===== src/rtl/vga_timing_pkg.sv =====
`default_nettype none
// ============================================================================
// vga_timing_pkg : default VGA timing constants and coordinate type
// Rev 1.0 - initial release
// ============================================================================
package vga_timing_pkg;

  localparam int COORD_W   = 10;
  localparam int COORD_MAX = 1 << COORD_W;

  localparam int H_DISP_DEF = 640;
  localparam int H_FP_DEF   = 16;
  localparam int H_SYNC_DEF = 96;
  localparam int H_BP_DEF   = 48;
  localparam int V_DISP_DEF = 480;
  localparam int V_FP_DEF   = 10;
  localparam int V_SYNC_DEF = 2;
  localparam int V_BP_DEF   = 33;

  localparam int H_TOT_DEF = H_DISP_DEF + H_FP_DEF + H_SYNC_DEF + H_BP_DEF;
  localparam int V_TOT_DEF = V_DISP_DEF + V_FP_DEF + V_SYNC_DEF + V_BP_DEF;

  typedef logic [COORD_W-1:0] coord_t;

  // True when v lies in the inclusive window lo .. lo+len-1.
  function automatic logic in_window(input coord_t v, input int lo, input int len);
    return (int'(v) >= lo) && (int'(v) < lo + len);
  endfunction

endpackage
`default_nettype wire


===== src/rtl/pixel_tick_gen.sv =====
`default_nettype none
// ============================================================================
// pixel_tick_gen : divides clk into a one-cycle pixel-rate enable
// Rev 1.0 - initial release
// ============================================================================
module pixel_tick_gen #(
  parameter int CLK_DIV = 2
) (
  input  logic clk,
  input  logic reset,
  output logic p_tick
);

  if (CLK_DIV < 1 || CLK_DIV > 16) begin : g_bad_div
    $error("pixel_tick_gen: CLK_DIV must be in 1..16");
  end

  if (CLK_DIV == 1) begin : g_div1
    logic p_tick_q;

    always_ff @(posedge clk or negedge reset) begin
      if (!reset) p_tick_q <= 1'b0;
      else        p_tick_q <= 1'b1;
    end

    assign p_tick = p_tick_q;
  end else begin : g_divn
    localparam int DIV_W = $clog2(CLK_DIV);
    localparam logic [DIV_W-1:0] DIV_LAST = DIV_W'(CLK_DIV - 1);

    logic [DIV_W-1:0] div_q, div_d;
    logic             p_tick_q, p_tick_d;

    // The tick is registered off the terminal count, so it lands on the
    // CLK_DIV-th edge after reset release.
    always_comb begin
      div_d    = (div_q == DIV_LAST) ? '0 : div_q + DIV_W'(1);
      p_tick_d = (div_q == DIV_LAST);
    end

    always_ff @(posedge clk or negedge reset) begin
      if (!reset) begin
        div_q    <= '0;
        p_tick_q <= 1'b0;
      end else begin
        div_q    <= div_d;
        p_tick_q <= p_tick_d;
      end
    end

    assign p_tick = p_tick_q;
  end

endmodule
`default_nettype wire


===== src/rtl/vga_sync_gen.sv =====
`default_nettype none
// ============================================================================
// vga_sync_gen : VGA scan counters, sync pulses, video_on and frame tick
// Rev 1.0 - initial release
// ============================================================================
module vga_sync_gen
  import vga_timing_pkg::*;
#(
  parameter int CLK_DIV  = 2,
  parameter int H_DISP   = H_DISP_DEF,
  parameter int H_FP     = H_FP_DEF,
  parameter int H_SYNC   = H_SYNC_DEF,
  parameter int H_BP     = H_BP_DEF,
  parameter int V_DISP   = V_DISP_DEF,
  parameter int V_FP     = V_FP_DEF,
  parameter int V_SYNC   = V_SYNC_DEF,
  parameter int V_BP     = V_BP_DEF,
  parameter int SYNC_POL = 0
) (
  input  logic               clk,
  input  logic               reset,
  output logic               hsync,
  output logic               vsync,
  output logic               video_on,
  output logic               p_tick,
  output logic               frame_tick,
  output logic [COORD_W-1:0] pix_x,
  output logic [COORD_W-1:0] pix_y
);

  localparam int     H_TOT    = H_DISP + H_FP + H_SYNC + H_BP;
  localparam int     V_TOT    = V_DISP + V_FP + V_SYNC + V_BP;
  localparam int     HS_START = H_DISP + H_FP;
  localparam int     VS_START = V_DISP + V_FP;
  localparam coord_t H_LAST   = coord_t'(H_TOT - 1);
  localparam coord_t V_LAST   = coord_t'(V_TOT - 1);
  localparam logic   SYNC_ACT = (SYNC_POL != 0);

  if (H_TOT > COORD_MAX) begin : g_bad_htot
    $error("vga_sync_gen: H_TOT exceeds coordinate range");
  end
  if (V_TOT > COORD_MAX) begin : g_bad_vtot
    $error("vga_sync_gen: V_TOT exceeds coordinate range");
  end

  logic   tick;
  coord_t pix_x_q, pix_x_d, pix_y_q, pix_y_d;
  logic   hsync_q, hsync_d, vsync_q, vsync_d;
  logic   frame_tick_q, frame_tick_d;

  pixel_tick_gen #(.CLK_DIV(CLK_DIV)) u_tick (
    .clk    (clk),
    .reset  (reset),
    .p_tick (tick)
  );

  // Syncs decode the next-state counts so the registered pulses line up
  // with the registered coordinates.
  always_comb begin
    pix_x_d = pix_x_q;
    pix_y_d = pix_y_q;
    if (tick) begin
      if (pix_x_q == H_LAST) begin
        pix_x_d = '0;
        pix_y_d = (pix_y_q == V_LAST) ? '0 : pix_y_q + coord_t'(1);
      end else begin
        pix_x_d = pix_x_q + coord_t'(1);
      end
    end
    frame_tick_d = tick && (pix_x_q == H_LAST) && (pix_y_q == V_LAST);
    hsync_d      = in_window(pix_x_d, HS_START, H_SYNC) ? SYNC_ACT : ~SYNC_ACT;
    vsync_d      = in_window(pix_y_d, VS_START, V_SYNC) ? SYNC_ACT : ~SYNC_ACT;
  end

  always_ff @(posedge clk or negedge reset) begin
    if (!reset) begin
      pix_x_q      <= '0;
      pix_y_q      <= '0;
      hsync_q      <= ~SYNC_ACT;
      vsync_q      <= ~SYNC_ACT;
      frame_tick_q <= 1'b0;
    end else begin
      pix_x_q      <= pix_x_d;
      pix_y_q      <= pix_y_d;
      hsync_q      <= hsync_d;
      vsync_q      <= vsync_d;
      frame_tick_q <= frame_tick_d;
    end
  end

  assign pix_x      = pix_x_q;
  assign pix_y      = pix_y_q;
  assign hsync      = hsync_q;
  assign vsync      = vsync_q;
  assign frame_tick = frame_tick_q;
  assign p_tick     = tick;
  assign video_on   = (int'(pix_x_q) < H_DISP) && (int'(pix_y_q) < V_DISP);

endmodule
`default_nettype wire


===== config.mk =====
export PLATFORM = sky130hd
export DESIGN_NAME = vga_sync_gen
export DESIGN_NICKNAME = d
export VERILOG_FILES = /design/src/rtl/vga_timing_pkg.sv /design/src/rtl/pixel_tick_gen.sv /design/src/rtl/vga_sync_gen.sv
export SDC_FILE = /design/constraint.sdc
export NUM_CORES = 1
export LEC_CHECK = 0
export ABC_AREA = 0
export CORE_UTILIZATION = 46
export CTS_CLUSTER_SIZE = 8
export DETAILED_ROUTE_END_ITERATION = 6
export GPL_TIMING_DRIVEN = 0
export PLACE_DENSITY_LB_ADDON = 0.12
export SKIP_LAST_GASP = 1
export SYNTH_ARGS = -nofsm -noshare
export SYNTH_HDL_FRONTEND = slang
export SYNTH_SLANG_ARGS = --single-unit

===== constraint.sdc =====
create_clock -name clk -period 2.1 [get_ports clk]
set_clock_uncertainty 0.05 [all_clocks]
set_input_delay 0.315 -clock clk [delete_from_list [all_inputs] [get_ports clk]]
set_output_delay 0.315 -clock clk [all_outputs]
set_load 0.05 [all_outputs]

* After elaboration in Yosys (flattened, before gate mapping)
Index checks and enable logic that the tools add are counted.
Operators by class: add/sub/neg operators 3, $lt $le $gt $ge 6, eq/ne operators 2, muxes and demuxes 8, reductions and logical operators 5
Operators by type and width (number):
- $mux 10 | 5
- $add 10x1->10 const B | 2
- $eq 10x10->1 const B | 2
- $lt 10x10->1 const B | 2
- $lt 10x9->1 const B | 2
- $ge 10x10->1 const B | 1
- $ge 10x9->1 const B | 1
- $logic_and 1x1->1 | 5
- $mux 1 | 3
- $add 1x1->1 const B | 1
Word-level totals: register bits after elaboration 25, bits of input ports 2, output and inout port bits 25, logic and storage cells 31

* Longest topological paths before layout
word-level depth 7, depth in mapped cells 8, depth with buffers taken out 7

* Modules after synthesis
From an unflattened synthesis, not the netlist that was laid out.
Second synthesis, totals: cells, all modules 150, area total of the unflattened synthesis 1402.6 um2
By module, submodules not included:
- vga_sync_gen | times used 1, cells each 147, area an instance 1348.8 um2, sequential area each 578.1 um2
- pixel_tick_gen | times used 1, cells each 3, area an instance 53.8 um2, sequential area each 50.0 um2

* Least setup slack after synthesis
Ideal clock, no wire load.
path type register to register, start reg pix_y_q[7], in the netlist pix_y[7], end reg vsync_q, in the netlist vsync, setup time 0.082 ns, data arrival time 2.516 ns, data required time 1.968 ns, slack -0.548 ns, cell stages (with the launch flop) 7, path buffers 1, clock period less this slack 2.648 ns, path through dfrtp_1 > buf_6 > or4_4 > o31a_1 > o31a_1 > or4b_1 > a211o_1
Between the ends: cells in the longest elaborated chain, start to end 7, elaborated cells on any way between the ends 9, classes of those cells add/sub: 1; order compare: 2; eq/ne: 1; mux: 4; reduce/logical: 1
RTL lines:
- from (decl) | line vga_sync_gen.sv:47 | coord_t pix_x_q, pix_x_d, pix_y_q, pix_y_d;
- from (signal assigned) | line vga_sync_gen.sv:84 | pix_y_q <= pix_y_d;
- $add 10x1->10 or $eq 10x10->1 (tied branches) | line vga_sync_gen.sv:65 | pix_y_d = (pix_y_q == V_LAST) ? '0 : pix_y_q + coord_t'(1);
- $mux 10 | line vga_sync_gen.sv:65
- $mux 10 | line vga_sync_gen.sv:63 | if (pix_x_q == H_LAST) begin
- $mux 10 (*) | line vga_sync_gen.sv:62 | if (tick) begin
- $ge 10x9->1 or $lt 10x9->1 (tied branches) | line vga_timing_pkg.sv:27 | return (int'(v) >= lo) && (int'(v) < lo + len);
- $logic_and 1x1->1 (*) | line vga_timing_pkg.sv:27
- $mux 1 (*) | line vga_sync_gen.sv:72 | vsync_d = in_window(pix_y_d, VS_START, V_SYNC) ? SYNC_ACT : ~SYNC_ACT;
- net vsync_d | line vga_sync_gen.sv:48 | logic hsync_q, hsync_d, vsync_q, vsync_d;
- to (signal assigned) | line vga_sync_gen.sv:80 | vsync_q <= ~SYNC_ACT;
- to (signal assigned) | line vga_sync_gen.sv:86 | vsync_q <= vsync_d;
- to (decl) | line vga_sync_gen.sv:48
Mark *: on every way through the listed nets, which the timed path passes. The rest lies on a longest branch.

* Worst setup path after layout
start reg pix_y_q[6], in the netlist pix_y[6], end reg vsync_q, in the netlist vsync
Same word-level chain as after synthesis.

==> impl_metrics.env <==
export IMPL_status="complete, but fails checks"
export IMPL_failed_checks="design-rule violations, negative setup slack"
export IMPL_synth_area_sq_mm=0.00140
export IMPL_drtPass1Iterations=6
export IMPL_timing_rr_end="vsync"
export IMPL_maxSlewHeadroom_pct=23.9
export IMPL_ioPinCount=27
export IMPL_tightestPinTransition_ns=1.14
export IMPL_crit_chain="or4_4, o31a_1, o31a_1, or4b_4, a211o_1"
export IMPL_critPathBufInv=0
export IMPL_cp_slowest_cell="or4_4"
export IMPL_synth_nets=152
export IMPL_root_buffer="clkbuf_4"
export IMPL_drive_gt1_share_pct=16.8
export IMPL_cts_tree="yes"
export IMPL_wirelength_microns=3110
export IMPL_ir_drop_v=0.000241
export IMPL_placed_cells=204
export IMPL_design_area_sq_mm=0.00176
export IMPL_first_iter_violations=36
export IMPL_cts_made_buffers=3
export IMPL_antenna_found_initial=0
export IMPL_drv_cap=0
export IMPL_track_usage_pct=21.3
export IMPL_dp_hpwl_microns=2140
export IMPL_power_uw=706
export IMPL_area_delta_synth_final_pct=25.8
export IMPL_clock_latency_ns=0.32
export IMPL_clock_path_buffers=2
export IMPL_rsz0062_at_grt="true"
export IMPL_cellPowerDensity_mw_per_mm2=401
export IMPL_setup_viol=1
export IMPL_drtAntennaViolNets=0
export IMPL_cp_arrival_ns=2.51
export IMPL_leakage_nw=0.756
export IMPL_port_buffers=26
export IMPL_synth_area_top_cells="dfrtp_1 41%, xnor2_1 4.4%, nand4_1 4.0%, dfstp_2 3.8%, nand2_1 3.8%"
export IMPL_synthDistinctLibCells=43
export IMPL_fin_ws_ns=-0.208
export IMPL_initial_core_util_pct=49.4
export IMPL_htree_levels=1
export IMPL_num_nets_final=185
export IMPL_final_max_slew_violation_count=0
export IMPL_critPathMostFrequentCell="o31a_1"
export IMPL_synth_top_cell_area_share_pct=41.1
export IMPL_grt_pass1_vias=1167
export IMPL_insertedDiodeCount=0
export IMPL_worstPathRequired_ns=2.31
export IMPL_vias_per_cell=5.99
export IMPL_die_w_microns=57.1
export IMPL_yosysWarnings=0
export IMPL_max_stage_delay_ns=0.55
export IMPL_dpl_cell_area_sq_mm=0.00171
export IMPL_synth_common_cells="23 x dfrtp_1, 14 x nand2_1, 13 x nor2_1"
export IMPL_synth_edf_count=0
export IMPL_synth_ff_type="dfrtp_1"
export IMPL_dp_slack_ns=-0.348
export IMPL_vias=1258
export IMPL_clkSlewWorstSetupHoldPaths_ns=0.13
export IMPL_ys_seq_area_share_pct=44.9
export IMPL_final_cells=210
export IMPL_grt_pass1_wl_microns=5470
export IMPL_end_kind="register"
export IMPL_worstPathMaxFanout=4
export IMPL_worst_path_stages=5
export IMPL_whs_ns=0.353
export IMPL_wire_per_inst_microns=14.8
export IMPL_crit_family="simple AND/OR/NAND/NOR gates"
export IMPL_crit_type="register to register"
export IMPL_die_area_sq_mm=0.00327
export IMPL_period_share_pct=110
export IMPL_overflow=0
export IMPL_worstSetupEndpoint="vsync"
export IMPL_startpoint="pix_y[6]"
export IMPL_avgSynthCellArea_sq_um=9.52
export IMPL_grt_max_degree=26
export IMPL_yosysMostFrequentCell="dfrtp_1"
export IMPL_tns_ns=-0.208
export IMPL_synth_area_leader_cell="dfrtp_1"
export IMPL_gp_congestion=0.801
export IMPL_fin_crit_ns=2.31
export IMPL_clock_sinks=25
export IMPL_reg2reg_slack_ns=-0.21
export IMPL_reg2reg_from="pix_y[6]"
export IMPL_drcViolationCount=2
export IMPL_die_y_microns=57.1
export IMPL_rows=19
export IMPL_synth_cells=147
export IMPL_cp_start_kind="register"
export IMPL_fmax_ghz=0.433
export IMPL_holdCritPathClass="register to register"
export IMPL_rr_worst_depth=5
export IMPL_fin_util_pct=62.2
export IMPL_coreArea_sq_mm=0.00283
export IMPL_ys_seq_elements=25
export IMPL_hold_violations=0
export IMPL_async_reset_ff_share_pct=100
-- cells by family after synthesis --
logic type | Yosys count | share of synthesized area, %
and+or+nand+nor | 67 | 27.8
xor gates and xnor gates | 10 | 6.26
buffers and inverters | 14 | 4.38
adders and majority gates | 3 | 2.68
DFF | 25 | 44.9
muxes | 3 | 2.15
AOI/OAI and AO/OA | 25 | 11.8
-- flip-flops by register name (all words and copies together) (netlist names) --
register,count
vsync,1
pix_y,10
pix_x,10
hsync,1
u_tick.g_divn.div_q,1
frame_tick,1
u_tick.p_tick,1
-- metal layers --
layer,GRT usage (%),vias to the layer above,routed length [microns]
li1,-,600,-
met1,29.6,612,1450
met2,35.0,41,1480
met3,2.72,5,146
met4,6.97,0,35
met5,0,-,0
-- worst min path at each step --
stage               depth (start not counted)       endpoint                start
floorplan                                   0     frame_tick                reset
global route                                0  u_tick.p_tick  u_tick.g_divn.div_q
detailed placement                          0  u_tick.p_tick  u_tick.g_divn.div_q
global placement                            0  u_tick.p_tick  u_tick.g_divn.div_q
finish                                      0  u_tick.p_tick  u_tick.g_divn.div_q
CTS                                         0  u_tick.p_tick  u_tick.g_divn.div_q
-- placed cells by master, fill, tap and decap left out, types with 2 or more instances in the layout --
master	count
and4b_1	2
and4_1	2
nor3_1	4
and3_2	2
clkdlybuf4s50_1	22
nand4_1	9
o21ai_0	6
mux2i_1	3
dfrtp_1	15
clkbuf_2	4
dlymetal6s2s_1	3
o21a_1	2
xor2_1	3
inv_1	8
or2_2	2
a211o_1	2
o21ai_1	3
ha_1	3
dfstp_2	2
dfrtp_2	8
nand3_1	5
nand2_1	14
nor2_1	13
o31a_1	2
a21oi_1	3
or4_1	2
nor3b_1	2
buf_4	4
and3_1	2
clkbuf_4	3
xnor2_1	7
-- repair_timing --
| item | in CTS | in global routing |
|---|---|---|
| setup endpoints to repair | 8 | 6 |
| pin swaps | 5 | 3 |
| resized for setup | 3 | 10 |
| buffers inserted | 3 | 1 |
| hold buffers | 0 | 0 |
| endpoints found under the hold margin | 0 | 0 |
-- final cells by class --
class | count | area, sq um
tap | 31 | 38.8
clock buffer | 4 | 26.3
buffer | 4 | 20.0
timing repair buffer | 30 | 293
inverter | 8 | 30.0
multi-input combinational | 108 | 714
fill | 261 | 1070
sequential | 25 | 638
-- power breakdown --
part / switching (mW) / internal (mW) / leakage (nW) / total, mW
logic: 0.00921 / 0.00163 / 0.426 / 0.0108
clock network: 0.139 / 0.0743 / 0.0150 / 0.213
registers: 0 / 0.482 / 0.315 / 0.482
Power figures use the tool's default switching activity.
